===== src/rtl/ahb_req_arbiter_pkg.sv =====
// ahb_arb_pkg: shared types and constants for the AHB request arbiter.
//   arb_state_t : arbiter FSM state (IDLE / IFU read / LSU read / LSU write)
//   ID_*        : read-id codes presented to the bus master
//   *_W         : widths of the starvation and timeout counters
package ahb_arb_pkg;

  typedef enum logic [1:0] {
    ST_IDLE   = 2'd0,
    ST_IFU_RD = 2'd1,
    ST_LSU_RD = 2'd2,
    ST_LSU_WR = 2'd3
  } arb_state_t;

  localparam logic [1:0] ID_NONE = 2'b00;
  localparam logic [1:0] ID_IFU  = 2'b01;
  localparam logic [1:0] ID_LSU  = 2'b10;

  localparam int STARVE_W = 4;
  localparam int TMO_W    = 8;

endpackage


===== src/rtl/ahb_req_arbiter.sv =====
// ahb_req_arbiter: shares one AHB bus master between the IFU (reads only)
// and the LSU (reads and writes). One transaction is outstanding at a time.
// Ports:
//   HCLK, HRESETn              clock, async active-low reset
//   ifu_req/ifu_addr           IFU read request        -> ifu_gnt, ifu_rvalid/ifu_rdata, ifu_err
//   lsu_req/we/addr/wdata/sel  LSU read/write request  -> lsu_gnt, lsu_rvalid/lsu_rdata, lsu_wdone, lsu_err
//   m_re/m_we/m_raddr/m_waddr/m_wdata/m_rsel/m_wsel/m_read_id   registered request to the master
//   m_rvalid_ifu/m_rvalid_lsu/m_wvalid/m_rdata                  completions from the master
// LSU has priority; the IFU wins once STARVE_MAX LSU grants have passed it.
// A transaction with no completion after TIMEOUT_CYC cycles is aborted.
module ahb_req_arbiter
  import ahb_arb_pkg::*;
#(
  parameter int unsigned ADDR_WIDTH  = 32,
  parameter int unsigned DATA_WIDTH  = 32,
  parameter int unsigned STARVE_MAX  = 4,
  parameter int unsigned TIMEOUT_CYC = 255
) (
  input  logic                    HCLK,
  input  logic                    HRESETn,
  input  logic                    ifu_req,
  input  logic [ADDR_WIDTH-1:0]   ifu_addr,
  output logic                    ifu_gnt,
  output logic                    ifu_rvalid,
  output logic [DATA_WIDTH-1:0]   ifu_rdata,
  output logic                    ifu_err,
  input  logic                    lsu_req,
  input  logic                    lsu_we,
  input  logic [ADDR_WIDTH-1:0]   lsu_addr,
  input  logic [DATA_WIDTH-1:0]   lsu_wdata,
  input  logic [DATA_WIDTH/8-1:0] lsu_sel,
  output logic                    lsu_gnt,
  output logic                    lsu_rvalid,
  output logic [DATA_WIDTH-1:0]   lsu_rdata,
  output logic                    lsu_wdone,
  output logic                    lsu_err,
  output logic                    m_re,
  output logic                    m_we,
  output logic [ADDR_WIDTH-1:0]   m_raddr,
  output logic [ADDR_WIDTH-1:0]   m_waddr,
  output logic [DATA_WIDTH-1:0]   m_wdata,
  output logic [DATA_WIDTH/8-1:0] m_rsel,
  output logic [DATA_WIDTH/8-1:0] m_wsel,
  output logic [1:0]              m_read_id,
  input  logic                    m_rvalid_ifu,
  input  logic                    m_rvalid_lsu,
  input  logic                    m_wvalid,
  input  logic [DATA_WIDTH-1:0]   m_rdata
);

  localparam int unsigned SEL_WIDTH = DATA_WIDTH / 8;
  localparam logic [STARVE_W-1:0] STARVE_LIM = STARVE_W'(STARVE_MAX);
  // The counter is cleared on accept, so it holds TIMEOUT_CYC-1 in the
  // cycle whose increment would reach TIMEOUT_CYC.
  localparam logic [TMO_W-1:0]    TMO_LAST   = TMO_W'(TIMEOUT_CYC - 1);

  arb_state_t          state_r;
  arb_state_t          state_nxt_s;
  logic [STARVE_W-1:0] starve_r;
  logic [TMO_W-1:0]    tmo_r;
  logic                ifu_gnt_s;
  logic                lsu_gnt_s;
  logic                done_s;
  logic                tmo_hit_s;

  assign ifu_gnt = ifu_gnt_s;
  assign lsu_gnt = lsu_gnt_s;

  // Grant decision, completion matching, timeout detection and next state.
  always_comb begin
    ifu_gnt_s   = 1'b0;
    lsu_gnt_s   = 1'b0;
    done_s      = 1'b0;
    tmo_hit_s   = 1'b0;
    state_nxt_s = state_r;
    case (state_r)
      ST_IDLE: begin
        lsu_gnt_s = lsu_req && !(ifu_req && (starve_r == STARVE_LIM));
        ifu_gnt_s = ifu_req && !lsu_gnt_s;
        if (lsu_gnt_s) begin
          state_nxt_s = lsu_we ? ST_LSU_WR : ST_LSU_RD;
        end else if (ifu_gnt_s) begin
          state_nxt_s = ST_IFU_RD;
        end else begin
          state_nxt_s = ST_IDLE;
        end
      end
      // Only the completion belonging to the current transaction counts.
      ST_IFU_RD: done_s = m_rvalid_ifu;
      ST_LSU_RD: done_s = m_rvalid_lsu;
      ST_LSU_WR: done_s = m_wvalid;
      default:   state_nxt_s = ST_IDLE;
    endcase
    if (state_r != ST_IDLE) begin
      // A completion in the timeout cycle takes precedence over the abort.
      tmo_hit_s = !done_s && (tmo_r == TMO_LAST);
      if (done_s || tmo_hit_s) begin
        state_nxt_s = ST_IDLE;
      end else begin
        state_nxt_s = state_r;
      end
    end else begin
      tmo_hit_s = 1'b0;
    end
  end

  // FSM state register.
  always_ff @(posedge HCLK or negedge HRESETn) begin
    if (!HRESETn) begin
      state_r <= ST_IDLE;
    end else begin
      state_r <= state_nxt_s;
    end
  end

  // IFU anti-starvation and per-transaction timeout counters.
  always_ff @(posedge HCLK or negedge HRESETn) begin
    if (!HRESETn) begin
      starve_r <= 4'd0;
      tmo_r    <= 8'd0;
    end else begin
      if (lsu_gnt_s && ifu_req) begin
        starve_r <= (starve_r == STARVE_LIM) ? starve_r : starve_r + 4'd1;
      end else if (ifu_gnt_s) begin
        starve_r <= 4'd0;
      end else if ((state_r == ST_IDLE) && !ifu_req) begin
        starve_r <= 4'd0;
      end else begin
        starve_r <= starve_r;
      end
      if (ifu_gnt_s || lsu_gnt_s) begin
        tmo_r <= 8'd0;
      end else if (state_r != ST_IDLE) begin
        tmo_r <= tmo_r + 8'd1;
      end else begin
        tmo_r <= tmo_r;
      end
    end
  end

  // Registered master request and one-cycle responses to the requesters.
  always_ff @(posedge HCLK or negedge HRESETn) begin
    if (!HRESETn) begin
      m_re       <= 1'b0;
      m_we       <= 1'b0;
      m_raddr    <= '0;
      m_waddr    <= '0;
      m_wdata    <= '0;
      m_rsel     <= '0;
      m_wsel     <= '0;
      m_read_id  <= ID_NONE;
      ifu_rvalid <= 1'b0;
      ifu_rdata  <= '0;
      ifu_err    <= 1'b0;
      lsu_rvalid <= 1'b0;
      lsu_rdata  <= '0;
      lsu_wdone  <= 1'b0;
      lsu_err    <= 1'b0;
    end else begin
      ifu_rvalid <= 1'b0;
      ifu_err    <= 1'b0;
      lsu_rvalid <= 1'b0;
      lsu_wdone  <= 1'b0;
      lsu_err    <= 1'b0;

      if (lsu_gnt_s) begin
        m_re      <= !lsu_we;
        m_we      <= lsu_we;
        m_read_id <= lsu_we ? ID_NONE : ID_LSU;
        if (lsu_we) begin
          m_waddr <= lsu_addr;
          m_wdata <= lsu_wdata;
          m_wsel  <= lsu_sel;
        end else begin
          m_raddr <= lsu_addr;
          m_rsel  <= lsu_sel;
        end
      end else if (ifu_gnt_s) begin
        m_re      <= 1'b1;
        m_we      <= 1'b0;
        m_read_id <= ID_IFU;
        m_raddr   <= ifu_addr;
        m_rsel    <= {SEL_WIDTH{1'b1}};
      end else if (done_s || tmo_hit_s) begin
        m_re      <= 1'b0;
        m_we      <= 1'b0;
        m_read_id <= ID_NONE;
      end

      if (done_s) begin
        case (state_r)
          ST_IFU_RD: begin
            ifu_rvalid <= 1'b1;
            ifu_rdata  <= m_rdata;
          end
          ST_LSU_RD: begin
            lsu_rvalid <= 1'b1;
            lsu_rdata  <= m_rdata;
          end
          ST_LSU_WR: lsu_wdone <= 1'b1;
          default:   lsu_wdone <= 1'b0;
        endcase
      end

      if (tmo_hit_s) begin
        if (state_r == ST_IFU_RD) begin
          ifu_err <= 1'b1;
        end else begin
          lsu_err <= 1'b1;
        end
      end
    end
  end

endmodule

===== config.mk =====
export PLATFORM = sky130hd
export DESIGN_NAME = ahb_req_arbiter
export DESIGN_NICKNAME = d
export VERILOG_FILES = /design/src/rtl/ahb_req_arbiter_pkg.sv /design/src/rtl/ahb_req_arbiter.sv
export SDC_FILE = /design/constraint.sdc
export NUM_CORES = 1
export LEC_CHECK = 0
export ABC_CLOCK_PERIOD_IN_PS = 1700
export BUFFER_PORTS_ARGS = -buffer_cell sky130_fd_sc_hd__buf_2
export CAP_MARGIN = 30
export CELL_PAD_IN_SITES_DETAIL_PLACEMENT = 0
export CELL_PAD_IN_SITES_GLOBAL_PLACEMENT = 1
export CORE_MARGIN = 5
export CORE_UTILIZATION = 33
export DETAILED_ROUTE_END_ITERATION = 12
export HOLD_SLACK_MARGIN = 0.15
export PLACE_DENSITY_LB_ADDON = 0.1
export SLEW_MARGIN = 0
export SYNTH_ARGS = -nofsm -noshare
export SYNTH_HDL_FRONTEND = slang
export SYNTH_SLANG_ARGS = --single-unit

===== constraint.sdc =====
create_clock -name HCLK -period 1.7 [get_ports HCLK]
set_input_delay 0.085 -clock HCLK [delete_from_list [all_inputs] [get_ports HCLK]]
set_output_delay 0.085 -clock HCLK [all_outputs]
set_load 0.05 [all_outputs]

======== After elaboration in Yosys (flattened, before gate mapping) ========
Cells that the tools add are included.
cells by class
  muxes and demuxes ....................... 40
  add/sub/neg operators ................... 2
  reductions and logical operators ........ 27
  equality and inequality tests ........... 8
operators by type and width
  kind                                                                    count
  32-bit two-way mux                                                      3
  4-bit two-way mux                                                       7
  1-bit two-way mux                                                       19
  2-bit two-way mux                                                       8
  8-bit two-way mux                                                       2
  2-bit AND reduction                                                     6
  8-bit by 1-bit adder with 8-bit output (second input constant)          1
  8-bit equality test (second input constant)                             1
  2-bit nonzero test                                                      4
  1-bit logical AND                                                       6
  3-bit nonzero test                                                      2
  1-bit logical NOT                                                       5
  4-bit by 1-bit adder with 4-bit output (second input constant)          1
  2-bit equality test (second input constant)                             2
  4-bit by 3-bit equality test with 1-bit output (second input constant)  1
  2-bit != test (second input constant)                                   2
  1-bit logical OR                                                        3
  1-bit one-hot mux with 3 select lines                                   1
  2-bit by 1-bit equality test with 1-bit output (second input constant)  1
  2-bit logical NOT                                                       1
  2-bit by 1-bit != test with 1-bit output (second input constant)        1
word-level totals
  flip-flop bits (word level) ............. 191
  input bits .............................. 140
  output and inout bits ................... 179
  word-level logic and storage cells ...... 95

======== Longest topological paths before layout ========
Gate-level depths: netlist of run 1.
  word-level depth ........................ 10
  mapped depth ............................ 8
  depth with buffers taken out ............ 6

======== Worst setup path before layout of run 1 ========
No wires, ideal clock.
  path type ............................... flip-flop to flip-flop
  from .................................... register starve_r[0]
  to ...................................... register state_r[0]
  stages on the path, launching flop included .. 6
  data required time ...................... 1.632 ns
  buffers on the path ..................... 0
  setup slack ............................. -0.237 ns
  arrival time ............................ 1.869 ns
  cell sequence ........................... dfrtp_1 inv_1 ha_1 nand4b_4 a21oi_1 o22a_1
between the ends
  longest elaborated chain between the ends .. 10
ends and longest elaborated chain
  item                                              line                    RTL
  start, declared                                   ahb_req_arbiter.sv:59   logic [STARVE_W-1:0] starve_r;
  start signal, assigned                            ahb_req_arbiter.sv:123  starve_r <= (starve_r == STARVE_LIM) ? starve_r : starve_r + 4'd1;
  start signal, assigned                            ahb_req_arbiter.sv:129  starve_r <= starve_r;
  4-bit by 3-bit equality test with 1-bit output *  ahb_req_arbiter.sv:78   lsu_gnt_s = lsu_req && !(ifu_req && (starve_r == STARVE_LIM));
  1-bit logical AND *                               ahb_req_arbiter.sv:78
  1-bit logical NOT *                               ahb_req_arbiter.sv:78
  1-bit logical AND *                               ahb_req_arbiter.sv:78
  1-bit logical NOT                                 ahb_req_arbiter.sv:79   ifu_gnt_s = ifu_req && !lsu_gnt_s;
  1-bit logical AND                                 ahb_req_arbiter.sv:79
  1-bit two-way mux                                 ahb_req_arbiter.sv:82   end else if (ifu_gnt_s) begin
  2-bit two-way mux *                               ahb_req_arbiter.sv:80   if (lsu_gnt_s) begin
  2-bit two-way mux *                               ahb_req_arbiter.sv:76   case (state_r)
  2-bit two-way mux *                               ahb_req_arbiter.sv:94   if (state_r != ST_IDLE) begin
  end signal, assigned                              ahb_req_arbiter.sv:112  state_r <= state_nxt_s;
  end, declared                                     ahb_req_arbiter.sv:57   arb_state_t state_r;
Every way passes the cells marked *; elsewhere a longest branch is shown, timed or not. The select of a mux whose other input is x is not followed.
A chain may end at the register's enable or synchronous reset.

======== Final worst setup path of run 1 ========
  from .................................... register starve_r[1]
  to ...................................... register m_wdata[30]
between the ends
  longest elaborated chain between the ends .. 6
ends and longest elaborated chain
  item                                            line                    RTL
  4-bit by 3-bit equality test with 1-bit output  ahb_req_arbiter.sv:78
  1-bit logical AND                               ahb_req_arbiter.sv:78
  1-bit logical NOT                               ahb_req_arbiter.sv:78
  1-bit logical AND                               ahb_req_arbiter.sv:78
  1-bit two-way mux                               ahb_req_arbiter.sv:76
  2-bit AND reduction (no line)                   n/a
  end signal, assigned                            ahb_req_arbiter.sv:172  m_wdata <= lsu_wdata;
  end, declared                                   ahb_req_arbiter.sv:41   output logic [DATA_WIDTH-1:0] m_wdata,
Every way passes these cells.

==> results of run 1 <==
-- registers in the layout (all words and copies together) (netlist names), 8 cells and up --
register,count
ifu_rdata,32
m_raddr,32
tmo_r,8
m_wdata,32
m_waddr,32
lsu_rdata,32
-- routing by layer --
layer  global-route usage [%]  share of wire, %
met1                     21.3                39
met5                        0                 0
met4                     7.17               2.7
met2                     32.5                51
met3                     5.53               7.2
-- power by group through the flow --
stage | combinational [mW] | sequential, mW | clock, mW
global route | 17.3 | 8.27 | 4.15
floorplan | 3.97 | 15.1 | 0
detailed placement | 15.2 | 7.96 | 0
CTS | 16.2 | 7.95 | 4.00
global placement | 15.0 | 7.89 | 0
finish | 16.4 | 8.01 | 3.84
-- worst register-to-register path, stage by stage, from the launching register on --
cell and delay (ns):
dfrtp_1 0.37, inv_2 0.06, ha_4 0.16, nand4b_4 0.11
nand4_1 0.21, buf_6 0.21, buf_12 0.13, buf_16 0.14
mux2_4 0.30
-- cells by family (layout without fill, tap and decap cells) --
group	after synthesis	in the layout	synth area share (%)
compound gates	59	59	5.96
xor+xnor	4	4	0.450
fa+ha+maj	4	4	0.642
buf+inv	37	554	2.89
flops	191	191	61.3
mux	134	134	18.8
simple gates	178	178	9.91
-- worst paths after layout --
kind / to / startpoint / slack [ns]
max: m_wdata[30]$_DFFE_PN0P_ / starve_r[1]$_DFFE_PN0P_ / -0.09
min: m_wdata[24]$_DFFE_PN0P_ / HRESETn / 0.25
max reg2reg: m_wdata[30]$_DFFE_PN0P_ / starve_r[1]$_DFFE_PN0P_ / -0.09
min reg2reg: lsu_rdata[15]$_DFFE_PN0P_ / lsu_rdata[15]$_DFFE_PN0P_ / 0.48
max in group asynchronous: lsu_rdata[18]$_DFFE_PN0P_ / HRESETn / 1.12
min in group HCLK: lsu_rdata[5]$_DFFE_PN0P_ / m_rdata[5] / 0.39
-- layout by cell type, fill, tap and decap left out, types with 3 or more instances in the layout --
master,Yosys,routed
nor2_2,11,10
buf_2,15,315
ha_1,4,3
buf_12,0,18
buf_16,0,4
a21oi_2,33,37
o21ai_0,7,6
buf_6,9,8
nor2_4,0,24
mux2_4,0,68
mux2_2,100,32
a21oi_1,10,5
buf_4,0,30
nor2_1,37,14
dfrtp_1,191,191
clkbuf_16,0,19
clkinvlp_4,0,3
inv_6,0,3
mux2i_2,0,3
nand2_1,104,104
inv_1,6,3
mux2i_1,34,29
inv_8,0,3
xor2_1,4,4
inv_2,0,3
nand3_1,6,5
dlygate4sd3_1,0,139
nand4_1,6,6
-- repair_timing --
action,4_1_cts,5_1_grt
pin swaps,3,2
gates cloned,6,3
setup buffers,16,1
gates resized for setup,57,47
hold buffers,140,0
hold endpoints to repair,370,0
endpoints found under the setup margin,74,109
-- stage by stage --
step,total power [mW],worst slack [ns],util [%]
floorplan,19.1,-0.0800,-
global placement,22.9,-0.0569,43.8
detailed placement,23.1,-0.0909,43.8
CTS,28.2,-0.109,54.5
global route,29.7,-0.181,55.3
finish,28.3,-0.0941,55.3
-- final cells by class --
class	count	area, um^2	share of cell area, %
multi-input cells	379	3330	25.8
inverters	6	22.5	0.175
repair buffers	516	3800	29.5
clock inverters	14	126	0.980
clock buffers	18	439	3.41
flip-flops and latches	191	4780	37.1
well taps	319	399	3.09
==> impl_metrics.env, run 1 <==
export IMPL_io_pin_count=319
export IMPL_async_flop_share_pct=100
export IMPL_port_buffers=318
export IMPL_diodes=0
export IMPL_maxCapViolCount=0
export IMPL_coreArea_um2=23300
export IMPL_die_y_um=164
export IMPL_ys_warn_count=0
export IMPL_final_layout_size_suffix_gt1_share_pct=53.2
export IMPL_fillCellCount=1965
export IMPL_cts_clk_slew_worst_paths_ns=0.08
export IMPL_areaGrowthSynthToFinish_pct=65.5
export IMPL_intPower_mw=13.9
export IMPL_finClkSkew_ns=0.00998
export IMPL_grt_pass1_wl_um=39100
export IMPL_fin_crit_sh_pct=106
export IMPL_synth_top_area_share_pct=61.3
export IMPL_drt_vias_per_instance=4.53
export IMPL_crit_required_ns=2.02
export IMPL_yosysMostFrequentCell="dfrtp_1"
export IMPL_synthFlopType="dfrtp_1"
export IMPL_grt_max_degree=60
export IMPL_ys_top_cells_by_area="dfrtp_1, mux2_2, nand2_1, mux2i_1, a21oi_2"
export IMPL_power_frac_clock_pct=13.6
export IMPL_max_freq_mhz=557
export IMPL_path_depth=8
export IMPL_first_global_vias=7363
export IMPL_synth_cell_types=34
export IMPL_layout_min_cycle_time_ns=1.79
export IMPL_vias=6535
export IMPL_synth_fp_nets=751
export IMPL_powerDensity_nw_per_um2=2190
export IMPL_rows=56
export IMPL_gp_congestion=0.804
export IMPL_seqPwrFrac_pct=28.3
export IMPL_routed_wl_um=25700
export IMPL_drc=0
export IMPL_drtIter0Drc=210
export IMPL_worst_slew_pin_slew_ns=0.394
export IMPL_initial_core_util_pct=33.4
export IMPL_die_x_um=164
export IMPL_post_route_cell_area_um2=12900
export IMPL_slew_headroom_pct=73.6
export IMPL_tritoncts="built"
export IMPL_ant_nets=0
export IMPL_finalWorstSetupSlack_ns=-0.0941
export IMPL_end_kind="register"
export IMPL_leakage_nw=6.55
export IMPL_path_buf_inv=4
export IMPL_cts_root_buf="clkbuf_16"
export IMPL_insertion_delay_ns=0.43
export IMPL_antenna_found_initial=0
export IMPL_syn_area_um2=7790
export IMPL_dp_hpwl_um=16600
export IMPL_ys_ff_latch=191
export IMPL_swShare_pct=50.9
export IMPL_outcome="complete, but fails checks"
export IMPL_synth_top_cell_by_area="dfrtp_1"
export IMPL_die_area_um2=26800
export IMPL_report_final_slew_viol_count=0
export IMPL_synth_area_per_cell_um2=12.8
export IMPL_overflow=0
export IMPL_max_stage_delay_ns=0.37
export IMPL_synthTopCellsByCount="dfrtp_1, nand2_1, mux2_2"
export IMPL_clock_sinks=191
export IMPL_setup_viol=94
export IMPL_cp_top_family="buffers and inverters"
export IMPL_grtUsageTotal_pct=18.6
export IMPL_cp_slowest_cell="dfrtp_1"
export IMPL_critPathArrivalTime_ns=2.11
export IMPL_tns_ns=-4.02
export IMPL_htreeDepth=4
export IMPL_synth_edf_count=0
export IMPL_dpl_cell_count=1248
export IMPL_p_sw_mw=14.4
export IMPL_worstSetupPathType="reg2reg"
export IMPL_ir_drop_mv=1.22
export IMPL_startpoint_type="register"
export IMPL_drt_pass1_iterations=4
export IMPL_synthCells=607
export IMPL_hold_viol_final=0
export IMPL_ys_seq_area_share_pct=61.3
export IMPL_violations="negative setup slack"
export IMPL_cts_buffers=17
export IMPL_clock_path_buffers=2
export IMPL_r2r_cells=8
export IMPL_rsz0062_at_grt="yes"
export IMPL_wl_per_cell_um=17.8
export IMPL_pwr_share_comb_pct=58.1
export IMPL_place_area_um2=10200
export IMPL_final_instance_count_excl_fill=1443
export IMPL_final_nets=1255
export IMPL_whs_ns=0.254
export IMPL_path_max_fanout=5
export IMPL_min_delay_path_class="in2async"
export IMPL_crit_path_cell_trace="inv_2 -> ha_4 -> nand4b_4 -> nand4_1 -> buf_6 -> buf_12 -> buf_16 -> mux2_4"
No activity file was read; power rests on OpenSTA's default activity.
==> run 2: changes to the inputs <==
--- a/config.mk
+++ b/config.mk
@@ -6,14 +6,13 @@
 export NUM_CORES = 1
 export LEC_CHECK = 0
 export ABC_CLOCK_PERIOD_IN_PS = 1700
-export BUFFER_PORTS_ARGS = -buffer_cell sky130_fd_sc_hd__buf_2
+export BUFFER_PORTS_ARGS = -buffer_cell sky130_fd_sc_hd__clkbuf_2
 export CAP_MARGIN = 30
 export CELL_PAD_IN_SITES_DETAIL_PLACEMENT = 0
 export CELL_PAD_IN_SITES_GLOBAL_PLACEMENT = 1
 export CORE_MARGIN = 5
 export CORE_UTILIZATION = 33
 export DETAILED_ROUTE_END_ITERATION = 12
-export HOLD_SLACK_MARGIN = 0.15
 export PLACE_DENSITY_LB_ADDON = 0.1
 export SLEW_MARGIN = 0
 export SYNTH_ARGS = -nofsm -noshare
==> run 2 against run 1 <==
Against the previous run:
- the flow still finishes with violations (negative setup slack)
- cell area hardly changed
- combinational power about the same
- via count shrank 1.1%
- sequential cell count unchanged
- highest routed layer unchanged
==> impl_metrics.env, run 2 (same netlist as run 1, synthesis figures left out) <==
export IMPL_pre_cts_ws_ns=-0.0926
export IMPL_layout_commonest_cell="clkbuf_2"
export IMPL_routed_wl_um=25400
export IMPL_wl_met2_um=12700
export IMPL_insertion_delay_ns=0.44
export IMPL_antenna_found_initial=1
export IMPL_total_power_mw=28.8
export IMPL_r2r_start="starve_r[1]$_DFFE_PN0P_"
export IMPL_port_buffers=318
export IMPL_clock_path_buffers=2
export IMPL_grt_pass1_wl_um=39000
export IMPL_r2r_cells=8
export IMPL_crit_required_ns=2.02
export IMPL_io_pin_count=319
export IMPL_min_delay_path_class="in2reg"
export IMPL_maxCapViolCount=0
export IMPL_cp_slowest_cell="dfrtp_1"
export IMPL_cts_clk_slew_worst_paths_ns=0.08
export IMPL_path_max_fanout=10
export IMPL_drtIter0Drc=227
export IMPL_tritoncts="built"
export IMPL_setup_viol=84
export IMPL_worst_slew_pin_slew_ns=0.467
export IMPL_highest_layer="met4"
export IMPL_cts_buffers=17
export IMPL_ir_drop_mv=1.41
export IMPL_ant_nets=0
export IMPL_drt_vias_per_instance=4.51
export IMPL_holdPathEnd="m_raddr[2]$_DFFE_PN0P_"
export IMPL_initial_core_util_pct=33.4
export IMPL_final_instance_count_excl_fill=1432
export IMPL_drc=0
export IMPL_max_freq_mhz=557
export IMPL_drt_pass1_iterations=4
export IMPL_rows=56
export IMPL_areaGrowthSynthToFinish_pct=65.6
export IMPL_first_global_vias=7219
export IMPL_wl_per_cell_um=17.7
export IMPL_worstSetupPathType="reg2reg"
export IMPL_finalWorstSetupSlack_ns=-0.0954
export IMPL_die_y_um=164
export IMPL_overflow=0
export IMPL_final_cell_mix="clkbuf_2, dfrtp_1, dlygate4sd3_1"
export IMPL_gp_congestion=0.790
export IMPL_cp_top_family="buffers and inverters"
export IMPL_dp_hpwl_um=16700
export IMPL_cts_root_buf="clkbuf_16"
export IMPL_htreeDepth=4
export IMPL_fin_crit_sh_pct=106
export IMPL_outcome="complete, but fails checks"
export IMPL_wl_met3_um=1860
export IMPL_wl_met1_um=9930
export IMPL_die_x_um=164
export IMPL_r2r_slack_ns=-0.1
export IMPL_final_nets=1243
export IMPL_rsz0062_at_grt="yes"
export IMPL_end_kind="register"
export IMPL_leakage_nw=6.59
export IMPL_crit_path_cell_trace="inv_2 -> ha_4 -> nand4b_4 -> nand4_1 -> buf_12 -> buf_12 -> buf_16 -> mux2_4"
export IMPL_die_area_um2=26800
export IMPL_grt_max_degree=67
export IMPL_final_layout_size_suffix_gt1_share_pct=52.9
export IMPL_r2r_end="m_waddr[13]$_DFFE_PN0P_"
export IMPL_powerDensity_nw_per_um2=2240
export IMPL_dpl_cell_count=1248
export IMPL_violations="negative setup slack"
export IMPL_min_from="ifu_addr[2]"
export IMPL_critPathArrivalTime_ns=2.11
export IMPL_crit_top_cell="buf_12"
export IMPL_hold_viol_final=0
export IMPL_vias=6462
export IMPL_coreArea_um2=23300
export IMPL_layout_min_cycle_time_ns=1.80
export IMPL_startpoint_type="register"
export IMPL_clock_sinks=191
export IMPL_grtUsageTotal_pct=18.6
export IMPL_max_stage_delay_ns=0.39
export IMPL_hold_path_depth=3
export IMPL_slew_headroom_pct=68.8
export IMPL_report_final_slew_viol_count=0
export IMPL_path_buf_inv=4
export IMPL_finClkSkew_ns=0.0117
run 2: changes by cell type in the layout (fill, tap and decap cells not counted), moves of 2 or more:
cell | previous run | this run
clkinv_8 | 1 | 3
dlygate4sd3_1 | 139 | 133
clkbuf_16 | 19 | 21
clkbuf_2 | 0 | 315
buf_4 | 30 | 26
buf_12 | 18 | 16
inv_2 | 3 | 1
buf_16 | 4 | 6
bufinv_16 | 0 | 3
buf_6 | 8 | 3
clkinvlp_4 | 3 | 1
buf_2 | 315 | 0
clkinv_2 | 2 | 0
run 2: cell type report:
cell class	instances	area, um^2
fill	1969	10400
clock buffer	17	425
clock inverter	15	224
sequential	191	4780
multi-input combinational	379	3310
timing repair buffer	504	3740
inverter	6	25.0
tap	319	399
antenna	1	2.50
run 2: worst min-delay path: cells and delay by family:
kind                   cells  cell delay, ns
AO/OA/AOI/OAI              1            0.15
buffers and inverters      1            0.08
multiplexers               1            0.10
run 2: routing by layer:
metal / global-route usage [%] / vias to the layer above
li1: - / 3045
met1: 21.6 / 3131
met2: 31.9 / 238
met3: 5.78 / 48
met4: 7.93 / 0
met5: 0 / -
run 2: through the flow:
| step | util (%) | instance area (um^2) | TNS, ns | hold slack (ns) |
|---|---|---|---|---|
| floorplan | - | 7990 | -2.01 | -0.211 |
| global placement | 43.8 | 10200 | -1.88 | 0.0147 |
| detailed placement | 43.8 | 10200 | -5.65 | 0.0203 |
| CTS | 54.6 | 12700 | -5.81 | 0.00356 |
| global route | 55.3 | 12900 | -12.11 | 0.0411 |
| finish | 55.3 | 12900 | -3.54 | 0.0233 |
run 2: worst max path at each step:
| stage | to | slack, ns | from | depth (start not counted) |
|---|---|---|---|---|
| 3_3_place_gp | m_waddr[8]$_DFFE_PN0P_ | -0.05 | starve_r[1]$_DFFE_PN0P_ | 6 |
| 6_report | m_waddr[13]$_DFFE_PN0P_ | -0.1 | starve_r[1]$_DFFE_PN0P_ | 8 |
| 2_1_floorplan | m_raddr[0]$_DFFE_PN0P_ | -0.08 | starve_r[0]$_DFFE_PN0P_ | 7 |
| 4_1_cts | ifu_gnt | -0.11 | starve_r[1]$_DFFE_PN0P_ | 6 |
| 5_1_grt | m_raddr[10]$_DFFE_PN0P_ | -0.19 | starve_r[1]$_DFFE_PN0P_ | 9 |
| 3_5_place_dp | m_raddr[21]$_DFFE_PN0P_ | -0.09 | starve_r[1]$_DFFE_PN0P_ | 9 |
run 2: where the power goes:
part / internal, mW / total [mW] / switching [mW]
Combinational: 5.18 / 16.4 / 11.2
Clock: 2.40 / 4.37 / 1.96
Sequential: 6.68 / 8.09 / 1.41
Total: 14.3 / 28.8 / 14.6
run 2: timing repair:
action | in CTS | in global routing
resized for setup | 74 | 25
hold buffers | 133 | 0
pin swaps | 3 | 2
buffers inserted | 9 | 2
hold endpoints to repair | 360 | 0
cloned | 5 | 3
setup endpoints to repair | 107 | 109
==> run 3: changes to the inputs <==
--- a/config.mk
+++ b/config.mk
@@ -6,13 +6,13 @@
 export NUM_CORES = 1
 export LEC_CHECK = 0
 export ABC_CLOCK_PERIOD_IN_PS = 1700
-export BUFFER_PORTS_ARGS = -buffer_cell sky130_fd_sc_hd__clkbuf_2
 export CAP_MARGIN = 30
 export CELL_PAD_IN_SITES_DETAIL_PLACEMENT = 0
 export CELL_PAD_IN_SITES_GLOBAL_PLACEMENT = 1
 export CORE_MARGIN = 5
-export CORE_UTILIZATION = 33
+export CORE_UTILIZATION = 44
 export DETAILED_ROUTE_END_ITERATION = 12
+export DONT_BUFFER_PORTS = 1
 export PLACE_DENSITY_LB_ADDON = 0.1
 export SLEW_MARGIN = 0
 export SYNTH_ARGS = -nofsm -noshare
==> run 3 against run 2 <==
Against the previous run:
- the flow finishes with violations (negative hold slack, negative setup slack)
- total power shrank 7.3%
- count of clock-buffer cells in the layout is the same
- worst setup slack lost 0.072 ns
- clock skew shrank 0.0022 ns
- sequential share of layout area grew 5.5 points
- critical path type unchanged
- critical endpoint is now m_wdata[0]$_DFFE_PN0P_
- largest cell class unchanged
==> impl_metrics.env, run 3 (same netlist as run 1, synthesis figures left out) <==
export IMPL_wl_per_cell_um=23.0
export IMPL_die_area_um2=20500
export IMPL_leakage_nw=5.34
export IMPL_overflow=0
export IMPL_grt_max_degree=192
export IMPL_intPower_mw=12.8
export IMPL_place_area_um2=8520
export IMPL_cts_buffers=17
export IMPL_coreArea_um2=17400
export IMPL_powerDensity_nw_per_um2=2380
export IMPL_antenna_found_initial=1
export IMPL_crit_required_ns=2.01
export IMPL_insertion_delay_ns=0.43
export IMPL_final_layout_size_suffix_gt1_share_pct=34.8
export IMPL_routed_wl_um=23900
export IMPL_ir_drop_mv=1.35
export IMPL_critPathArrivalTime_ns=2.18
export IMPL_dp_hpwl_um=14600
export IMPL_slew_headroom_pct=60.0
export IMPL_worstSetupPathType="reg2reg"
export IMPL_tritoncts="built"
export IMPL_grtUsageTotal_pct=21.4
export IMPL_fin_crit_sh_pct=110
export IMPL_layout_min_cycle_time_ns=1.87
export IMPL_seqPwrFrac_pct=56.6
export IMPL_areaGrowthSynthToFinish_pct=44.2
export IMPL_violations="negative hold slack, negative setup slack"
export IMPL_end_kind="register"
export IMPL_fillCellCount=1281
export IMPL_ant_nets=0
export IMPL_drt_pass1_iterations=4
export IMPL_layout_commonest_cell="dfrtp_1"
export IMPL_rsz0062_at_grt="yes"
export IMPL_power_frac_clock_pct=15.5
export IMPL_maxCapViolCount=0
export IMPL_drt_vias_per_instance=5.25
export IMPL_final_cell_mix="dfrtp_1, dlygate4sd3_1, nand2_1"
export IMPL_r2r_slack_ns=-0.17
export IMPL_htreeDepth=4
export IMPL_swShare_pct=52.2
export IMPL_grt_pass1_wl_um=33700
export IMPL_rows=48
export IMPL_final_nets=945
export IMPL_post_route_cell_area_um2=11200
export IMPL_r2r_end="m_wdata[0]$_DFFE_PN0P_"
export IMPL_cts_clk_slew_worst_paths_ns=0.07
export IMPL_r2r_start="starve_r[0]$_DFFE_PN0P_"
export IMPL_p_sw_mw=14.0
export IMPL_report_final_slew_viol_count=0
export IMPL_drtIter0Drc=254
export IMPL_r2r_cells=8
export IMPL_setup_viol=108
export IMPL_outcome="complete, but fails checks"
export IMPL_whs_ns=-0.655
export IMPL_finClkSkew_ns=0.00950
export IMPL_die_x_um=143
export IMPL_crit_start="starve_r[0]$_DFFE_PN0P_"
export IMPL_drc=0
export IMPL_min_delay_path_class="in2async"
export IMPL_max_freq_mhz=535
export IMPL_startpoint_type="register"
export IMPL_finalWorstSetupSlack_ns=-0.167
export IMPL_cts_root_buf="clkbuf_16"
export IMPL_port_buffers=0
export IMPL_clock_path_buffers=2
export IMPL_clock_sinks=191
export IMPL_hold_viol_final=191
export IMPL_die_y_um=143
export IMPL_total_power_mw=26.7
export IMPL_pwr_share_comb_pct=28.0
export IMPL_gp_congestion=0.837
export IMPL_worst_slew_pin_slew_ns=0.600
export IMPL_initial_core_util_pct=44.9
export IMPL_path_max_fanout=6
export IMPL_first_global_vias=5959
export IMPL_io_pin_count=319
export IMPL_vias=5451
run 3: per-layer routing:
metal	vias to the layer above	routed length, um	track usage (%)
met4	0	899	8.65
li1	2449	-	-
met5	-	0	0
met1	2703	8780	23.8
met3	57	2290	8.57
met2	242	11900	36.6
run 3: worst max-delay path by stage:
stage | endpoint | slack, ns | cells past startpoint
2_1_floorplan | m_raddr[0]$_DFFE_PN0P_ | -0.08 | 7
3_3_place_gp | m_wdata[23]$_DFFE_PN0P_ | -0.07 | 6
3_5_place_dp | m_waddr[20]$_DFFE_PN0P_ | -0.10 | 6
4_1_cts | ifu_gnt | -0.11 | 6
5_1_grt | m_waddr[31]$_DFFE_PN0P_ | -0.21 | 8
6_report | m_wdata[0]$_DFFE_PN0P_ | -0.17 | 8
run 3: worst max-delay path, stage by stage (launching register included):
cell	delay [ns]
dfrtp_1	0.39
inv_1	0.06
ha_2	0.19
nand4b_4	0.14
nand4_1	0.20
buf_4	0.15
buf_8	0.13
clkbuf_16	0.18
mux2_4	0.30
run 3: layout make-up:
type,instances,area (um^2),share of cell area [%]
diodes,1,2.50,0.0223
clock buffers,17,425,3.79
clock inverters,14,170,1.51
inverters,6,25.0,0.223
multi-input cells,379,3260,29.0
flip-flops and latches,191,4780,42.5
well taps,225,282,2.51
repair buffers,206,2290,20.4
run 3: per-stage QoR:
step / setup WS (ns) / std cells / util (%) / setup TNS, ns
floorplan: -0.0800 / 607 / - / -2.01
detailed placement: -0.103 / 846 / 49.1 / -5.60
global placement: -0.0722 / 846 / 49.1 / -3.73
CTS: -0.106 / 1027 / 62.4 / -4.86
finish: -0.167 / 1039 / 64.7 / -9.38
global route: -0.215 / 1039 / 64.7 / -15.94
run 3: power by group through the flow:
stage / Clock, mW / Sequential, mW / Combinational (mW)
4_1_cts: 4.20 / 15.1 / 6.78
2_1_floorplan: 0 / 15.1 / 3.97
3_3_place_gp: 0 / 15.1 / 5.69
3_5_place_dp: 0 / 15.1 / 5.91
5_1_grt: 4.41 / 15.4 / 8.02
6_report: 4.14 / 15.1 / 7.48
run 3: what timing repair did:
| item | 4_1_cts | 5_1_grt |
|---|---|---|
| setup buffers | 8 | 4 |
| gates resized for setup | 40 | 61 |
| pin swaps | 4 | 1 |
| hold endpoints to repair | 371 | 195 |
| endpoints found under the setup margin | 103 | 112 |
| gates cloned | 4 | 8 |
| hold buffers | 138 | 1 |
